===== config.mk =====
export PLATFORM = sky130hd
export DESIGN_NAME = tt_um_segment_to_onehot_decoder
export DESIGN_NICKNAME = d
export VERILOG_FILES = /design/src/rtl/seg7_pkg.sv /design/src/rtl/seg7_pattern_decode.sv /design/src/rtl/tt_um_segment_to_onehot_decoder.sv
export SDC_FILE = /design/constraint.sdc
export NUM_CORES = 1
export LEC_CHECK = 0
export BUFFER_PORTS_ARGS = -buffer_cell sky130_fd_sc_hd__buf_2
export CORE_MARGIN = 5
export CORE_UTILIZATION = 48
export CTS_CLUSTER_SIZE = 25
export DETAILED_ROUTE_END_ITERATION = 8
export GPL_TIMING_DRIVEN = 0
export MAX_ROUTING_LAYER = met4
export PLACE_DENSITY = 0.72
export SLEW_MARGIN = 20
export SYNTH_ARGS = -nofsm -noshare
export SYNTH_HDL_FRONTEND = slang
export SYNTH_SLANG_ARGS = --single-unit

===== constraint.sdc =====
create_clock -name clk -period 2.4 [get_ports clk]
set_input_delay 0 -clock clk [delete_from_list [all_inputs] [get_ports clk]]
set_output_delay 0 -clock clk [all_outputs]
set_load 0.05 [all_outputs]

===== src/rtl/seg7_pkg.sv =====
// Shared 7-segment definitions: digit glyph table, blank glyph and the
// {none,seg} pattern type used on both the encoder and decoder paths.
package seg7_pkg;

    localparam int NUM_DIGITS = 8;

    typedef logic [6:0] seg_t;

    typedef struct packed {
        logic none;
        seg_t seg;
    } pattern_t;

    // Glyphs in gfedcba order, bit 0 = segment a.
    localparam seg_t SEG_DIGIT [0:NUM_DIGITS-1] = '{
        7'h3F, 7'h06, 7'h5B, 7'h4F, 7'h66, 7'h6D, 7'h7D, 7'h07
    };

    localparam seg_t SEG_BLANK = 7'h00;

    function automatic logic [7:0] onehot8(input logic [2:0] code);
        onehot8 = 8'b1 << code;
    endfunction

endpackage


===== src/rtl/seg7_pattern_decode.sv =====
// Combinational glyph decoder: classifies a {none,seg} pattern as one of the
// eight digits, the blank indication, or an invalid pattern.
module seg7_pattern_decode
    import seg7_pkg::*;
(
    input  pattern_t   pat,
    output logic [2:0] code,
    output logic       is_none,
    output logic       is_invalid
);

    always_comb begin
        code       = 3'd0;
        is_none    = 1'b0;
        is_invalid = 1'b1;
        if (pat.none) begin
            // The dp only means "blank" when no segment is lit alongside it.
            if (pat.seg == SEG_BLANK) begin
                is_none    = 1'b1;
                is_invalid = 1'b0;
            end
        end else begin
            for (int i = 0; i < NUM_DIGITS; i++) begin
                if (pat.seg == SEG_DIGIT[i]) begin
                    code       = 3'(i);
                    is_invalid = 1'b0;
                end
            end
        end
    end

endmodule


===== src/rtl/tt_um_segment_to_onehot_decoder.sv =====
// Receive side of a 7-segment link: debounces the segment bus, decodes each new
// stable glyph to a code / one-hot word and hands it out over valid/ready.
module tt_um_segment_to_onehot_decoder
    import seg7_pkg::*;
#(
    parameter int STABLE_CYCLES = 4
) (
    input  logic       clk,
    input  logic       rst,
    input  logic [6:0] seg_in,
    input  logic       none_in,
    input  logic       out_ready,
    output logic       out_valid,
    output logic [7:0] out_data,
    output logic [2:0] out_code,
    output logic       out_none,
    output logic       err
);

    localparam int CNT_W = $clog2(STABLE_CYCLES) + 1;
    localparam logic [CNT_W-1:0] CNT_MAX = CNT_W'(STABLE_CYCLES - 1);

    pattern_t         sample;
    pattern_t         s_q;
    pattern_t         acc_q;
    logic             acc_empty;
    logic [CNT_W-1:0] cnt;

    logic             stable;
    logic             is_new;
    logic             xfer;
    logic             accept;

    logic [2:0]       dec_code;
    logic             dec_none;
    logic             dec_invalid;

    assign sample = {none_in, seg_in};

    always_ff @(posedge clk or posedge rst) begin
        if (rst) begin
            s_q <= '0;
            cnt <= '0;
        end else begin
            s_q <= sample;
            if (sample != s_q) begin
                cnt <= '0;
            end else if (cnt != CNT_MAX) begin
                cnt <= cnt + CNT_W'(1);
            end
        end
    end

    // The counter saturates, so a pattern blocked by back-pressure stays
    // eligible and is taken on the transfer edge.
    assign stable = (cnt == CNT_MAX);
    assign is_new = acc_empty || (s_q != acc_q);
    assign xfer   = out_valid && out_ready;
    assign accept = stable && is_new && (!out_valid || out_ready);

    seg7_pattern_decode u_decode (
        .pat        (s_q),
        .code       (dec_code),
        .is_none    (dec_none),
        .is_invalid (dec_invalid)
    );

    always_ff @(posedge clk or posedge rst) begin
        if (rst) begin
            acc_q     <= '0;
            acc_empty <= 1'b1;
            out_valid <= 1'b0;
            out_data  <= '0;
            out_code  <= '0;
            out_none  <= 1'b0;
            err       <= 1'b0;
        end else begin
            if (xfer) begin
                out_valid <= 1'b0;
            end
            // Invalid glyphs are remembered so they flag err only once and
            // never reach the output.
            if (accept) begin
                acc_q     <= s_q;
                acc_empty <= 1'b0;
                if (dec_invalid) begin
                    err <= 1'b1;
                end else begin
                    out_valid <= 1'b1;
                    out_code  <= dec_code;
                    out_none  <= dec_none;
                    out_data  <= dec_none ? 8'h00 : onehot8(dec_code);
                end
            end
        end
    end

endmodule


## Word level (Yosys, flattened, before mapping)

Cells that the tools add are included.

| word-level totals | value |
|---|---|
| register bits | 34 |
| input port bits | 11 |

| cells by class | value |
|---|---|
| add/sub/neg operators | 1 |
| equality and inequality tests | 12 |
| shift-type cells | 1 |
| multiplexer cells | 26 |
| bitwise gates (word level) | 1 |
| reductions and logical operators | 10 |

Operators by type and width:

| cell | count |
|---|---|
| $eq A7 B7 Y1 const B | 5 |
| $mux W3 | 7 |
| $mux W1 | 16 |
| $ne A8 B8 Y1 | 2 |
| $eq A7 B3 Y1 const B | 2 |
| $mux W8 | 1 |
| $shl A1 B3 Y8 const A | 1 |
| $eq A7 B6 Y1 const B | 1 |
| $logic_not A7 Y1 | 1 |
| $mux W2 | 2 |
| $reduce_and A2 Y1 | 2 |
| $add A3 B1 Y3 const B | 1 |
| $eq A3 B2 Y1 const B | 1 |
| $logic_and A1 B1 Y1 | 3 |
| $ne A3 B2 Y1 const B | 1 |
| $logic_or A1 B1 Y1 | 2 |
| $reduce_bool A2 Y1 | 1 |
| $logic_not A1 Y1 | 1 |
| $not A1 Y1 | 1 |

## Logic depth before layout (Yosys ltp)

| depth | value |
|---|---|
| depth after elaboration | 12 |
| gate-level depth with buffers | 8 |

## Cells and area by module

A second synthesis with hierarchy kept.

| unflattened totals | value |
|---|---|
| cell total of the unflattened synthesis | 136 |
| area, all modules | 1720.4 sq um |

By module, submodules not included:

| module | instances | cells each | area each (sq um) | seq. area each (sq um) |
|---|---|---|---|---|
| tt_um_segment_to_onehot_decoder | 1 | 109 | 1517.7 | 852.1 |
| seg7_pattern_decode | 1 | 27 | 202.7 | 0.0 |

## Worst setup path after synthesis

Ideal clock, no wire load.

| timing | value |
|---|---|
| kind | register to register |
| from | register cnt[0] |
| to | register out_code[0] |
| arrival | 2023 ps |
| data required time | 2275 ps |
| slack | 252 ps |
| cell stages (with the launch flop) | 9 |
| path buffers | 2 |
| clock period less this slack | 2148 ps |
| path through | dfrtp_1 -> ha_1 -> ha_1 -> clkbuf_1 -> o21ai_2 -> a31o_2 -> a211oi_2 -> buf_6 -> mux2_4 |

| on the way | value |
|---|---|
| cells in the longest elaborated chain, start to end | 4 |

Ends and longest elaborated chain:

| what | line | text |
|---|---|---|
| start: declaration | tt_um_segment_to_onehot_decoder.sv:27 | `logic [CNT_W-1:0] cnt;` |
| start signal: assignment | tt_um_segment_to_onehot_decoder.sv:49 | `cnt <= cnt + CNT_W'(1);` |
| $eq A3 B2 Y1 | tt_um_segment_to_onehot_decoder.sv:56 | `assign stable = (cnt == CNT_MAX);` |
| $logic_and A1 B1 Y1 (2 in series) | tt_um_segment_to_onehot_decoder.sv:59 | `assign accept = stable && is_new && (!out_valid \|\| out_ready);` |
| $reduce_and A2 Y1 (no line) | -- |  |
| end signal: assignment | tt_um_segment_to_onehot_decoder.sv:90 | `out_code <= dec_code;` |
| end: declaration | tt_um_segment_to_onehot_decoder.sv:15 | `output logic [2:0] out_code,` |

No other way between the ends.
A chain may end at the register's enable or synchronous reset.

## Final worst setup path

| timing | value |
|---|---|
| from | register cnt[0] |
| to | register out_data[5] |

| on the way | value |
|---|---|
| cells in the longest elaborated chain, start to end | 4 |

Ends and longest elaborated chain:

| what | line | text |
|---|---|---|
| $eq A3 B2 Y1 | tt_um_segment_to_onehot_decoder.sv:56 |  |
| $logic_and A1 B1 Y1 (2 in series) | tt_um_segment_to_onehot_decoder.sv:59 |  |
| $reduce_and A2 Y1 (no line) | -- |  |
| end signal: assignment | tt_um_segment_to_onehot_decoder.sv:92 | `out_data <= dec_none ? 8'h00 : onehot8(dec_code);` |
| end: declaration | tt_um_segment_to_onehot_decoder.sv:14 | `output logic [7:0] out_data,` |

No other way between the ends.

==> results.py <==
metrics = {
    "status": {
        "outcome": "completed",
    },
    "clock_tree": {
        "clkLatencyLatePin_ns": 0.29,
        "clk_path_buf_depth": 2,
        "cts_max_level": 2,
        "clock_sinks": 34,
        "path_clk_slew_ns": 0.07,
        "cts_buffers": 5,
        "root_buffer": "clkbuf_8",
        "cts_setup_buffers": 0,
        "cts_tree": "yes",
    },
    "die": {
        "core_area_um2": 3630,
        "row_count": 22,
        "die-area_um2": 5070,
        "die_w_um": 71.2,
        "start_util_pct": 49.5,
        "boundaryPins": 25,
        "fp.dieH_um": 71.2,
    },
    "synth": {
        "synth-xor-area-share_pct": 9.74,
        "synth_nets": 161,
        "syn_avg_cell_area_um2": 12.1,
        "synth_edf_count": 0,
        "syn_area_um2": 1800,
        "synthMuxAreaShare_pct": 13.5,
        "synth_cell_types": 42,
        "synth_ff_type": "dfrtp_1",
        "synth_adder_area_share_pct": 1.39,
        "yosys_warnings": 0,
        "syn_inst": 148,
        "yosys.area_share.simple_pct": 13.1,
        "synth-seq-cells": 34,
        "ys_seq_area_share_pct": 47.4,
        "synth_compound_area_share_pct": 8.98,
        "postSynth.asyncResetShare_pct": 100,
        "synth_top_family_by_area": "multiplexers",
    },
    "pwr": {
        "p_clk_share_pct": 36.3,
        "p_switching_mw": 0.252,
        "seqPwrFrac_pct": 53.6,
        "leakagePower_nw": 1.09,
        "p_int_mw": 0.836,
        "switching_share_pct": 23.2,
        "power.density_nw_per_um2": 503,
        "vdd_drop_max_mv": 0.440,
        "combPwrFrac_pct": 10.1,
    },
    "grt": {
        "grt_pass1_wl_mm": 5.82,
        "use_met1_pct": 16.6,
        "grt_pass1_vias": 1276,
        "busiest_layer": "met2",
        "grt_start_max_net_pins": 35,
        "grt_use_total_pct": 15.2,
        "antenna_found_initial": 0,
        "met3_usage_pct": 3.84,
        "grt_overflow": 0,
        "met2_usage_pct": 25.8,
    },
    "routing": {
        "via_count": 1208,
        "drtIter0Drc": 66,
        "ant_nets": 0,
        "wl_per_cell_um": 14.6,
        "via_per_inst": 5.10,
        "dr.pass1.iters": 4,
        "drcViolationCount": 0,
        "wirelength_mm": 3.46,
    },
    "placed_design": {
        "pre_cts_ws_ns": 0.00328,
        "portBuffers": 24,
        "hpwl_mm": 2.52,
        "gp_congestion": 0.772,
    },
    "sta": {
        "min_period_ns": 2.20,
        "min_period_over_period_pct": 91.7,
        "maxSlewHeadroom_pct": 54.6,
        "fmax_mhz": 454,
        "skew_ns": 0.00893,
        "tightest_slew_ns": 0.681,
        "slew_violations": 0,
        "final_hold_viol_count": 0,
        "rsz0062_at_grt": "no",
        "fin_ws_ns": 0.199,
        "setup_viol_count_final": 0,
        "tns_ns": 0,
    },
    "worst_setup_path": {
        "path_class": "reg2reg",
        "worstPathRequired_ns": 2.57,
        "cp.arrival_ns": 2.37,
        "reg2regPathDepth": 7,
        "cp_max_fo": 10,
        "worst-path-stages": 7,
        "cpMostUsedCell": "ha_1",
        "worst_setup_path_start_kind": "register",
        "worst-path-buf-inv": 1,
        "end_kind": "register",
        "path_delay_family": "compound AO/OA/AOI/OAI gates",
        "cpMaxStageDelayCell": "dfrtp_1",
        "slowest_delay_ns": 0.36,
        "crit_chain": "ha_1 > ha_1 > o21ai_2 > a31o_2 > a211oi_4 > buf_6 > mux2_4",
    },
    "finish": {
        "syn_to_final_growth_pct": 20.3,
        "fillerInstances": 329,
        "nets": 201,
        "drive_gt1_share_pct": 36.0,
        "n_antenna_cell": 0,
    },
    "min_path": {
        "hp-class": "in2async",
    },
    "run": {
        "max_cap_viol_count": 0,
    },
}
-- metal layers --
metal  vias to the layer above  share of wire, %
met2                        29                51
li1                        592                 -
met5                         -                 0
met1                       577                42
met4                         0               2.4
met3                        10               4.7
-- metrics by stage --
stage	instance area, um^2	power, mW	hold slack (ns)	instances	util, %
2_1_floorplan	1800	0.662	0.0314	148	-
6_report	2160	1.09	0.362	237	59.5
3_5_place_dp	1980	0.691	0.134	220	54.4
4_1_cts	2170	1.10	0.376	238	59.6
3_3_place_gp	1980	0.685	0.132	220	54.4
5_1_grt	2160	1.14	0.394	237	59.5
-- state kept, by name, summed over array words and instances, names as in the netlist --
register and flops:
acc_empty 1, acc_q 8, cnt 3, err 1
out_code 3, out_data 8, out_none 1, out_valid 1
s_q 8
-- power groups by stage --
stage               registers, mW  logic, mW  clock network [mW]
CTS                         0.583      0.111               0.404
floorplan                   0.593     0.0693                   0
finish                      0.583      0.110               0.395
detailed placement          0.593     0.0972                   0
global placement            0.593     0.0917                   0
global route                0.583      0.122               0.434
-- worst reg2reg max path, delay by kind of cell, from the launching register on --
family          cells  cell delay, ns
compound gates      3            0.78
buf+inv             1            0.22
mux                 1            0.31
flops               1            0.36
fa+ha+maj           2            0.41
-- cell usage in the layout (no fill, tap or decap), types with 2 or more instances in the layout --
| cell type | count |
|---|---|
| a21oi_1 | 3 |
| xor2_1 | 19 |
| inv_1 | 4 |
| nor2b_1 | 3 |
| buf_6 | 5 |
| a22o_1 | 2 |
| nor2_1 | 7 |
| mux2_4 | 8 |
| dfrtp_1 | 33 |
| o21bai_1 | 3 |
| dlygate4sd3_1 | 10 |
| buf_4 | 3 |
| ha_1 | 2 |
| nor4_1 | 4 |
| nand2_1 | 3 |
| o21ai_0 | 2 |
| clkbuf_1 | 3 |
| clkbuf_8 | 5 |
| and3_1 | 5 |
| buf_2 | 25 |
| nor3b_1 | 3 |
| mux2_2 | 10 |
| and3b_1 | 2 |
| nor3_1 | 3 |
-- cell type report --
type	instances	area (um^2)	area share, %
Buffer	9	83.8	3.88
Clock buffer	8	80.1	3.70
Inverter	5	18.8	0.868
Multi-Input combinational cell	99	847	39.2
Sequential cell	34	852	39.4
Tap cell	48	60.1	2.78
Timing Repair Buffer	34	220	10.2
-- repair_timing --
action	in CTS	in global routing
hold buffers	10	0
endpoints found under the hold margin	42	0
pin swaps	0	0
endpoints found under the setup margin	6	8
gates resized for setup	1	0
-- path summary, 6_finish.rpt --
check	to	from	slack [ns]
max	out_data[5]	cnt[0]	0.20
min reg2reg	acc_empty	acc_empty	0.49
max in group asynchronous	acc_q[7]	rst	1.59
min in group clk	s_q[5]	seg_in[5]	0.38
min	out_data[6]	rst	0.36
max reg2reg	out_data[5]	cnt[0]	0.20
-- cell families after synthesis --
group	after synthesis
compound gates	20
xor+xnor	20
fa+ha+maj	2
buf+inv	15
flops	34
mux	19
simple gates	38
-- synthesized netlist by cell type, types with 3 or more instances --
library cell	number	share of area (%)
dfrtp_1	33	46
xor2_1	19	9.3
mux2_2	10	6.3
mux2_4	8	6.7
nor2_1	7	1.5
and3_1	5	1.7
buf_6	5	3.1
inv_1	5	1.0
nor4_1	4	1.4
a21oi_1	3	0.83
buf_4	3	1.3
nand2_1	3	0.63
nor2b_1	3	1.0
nor3_1	3	0.83
nor3b_1	3	1.3
o21bai_1	3	1.3
Note: power is estimated with default switching activity, not from simulation.
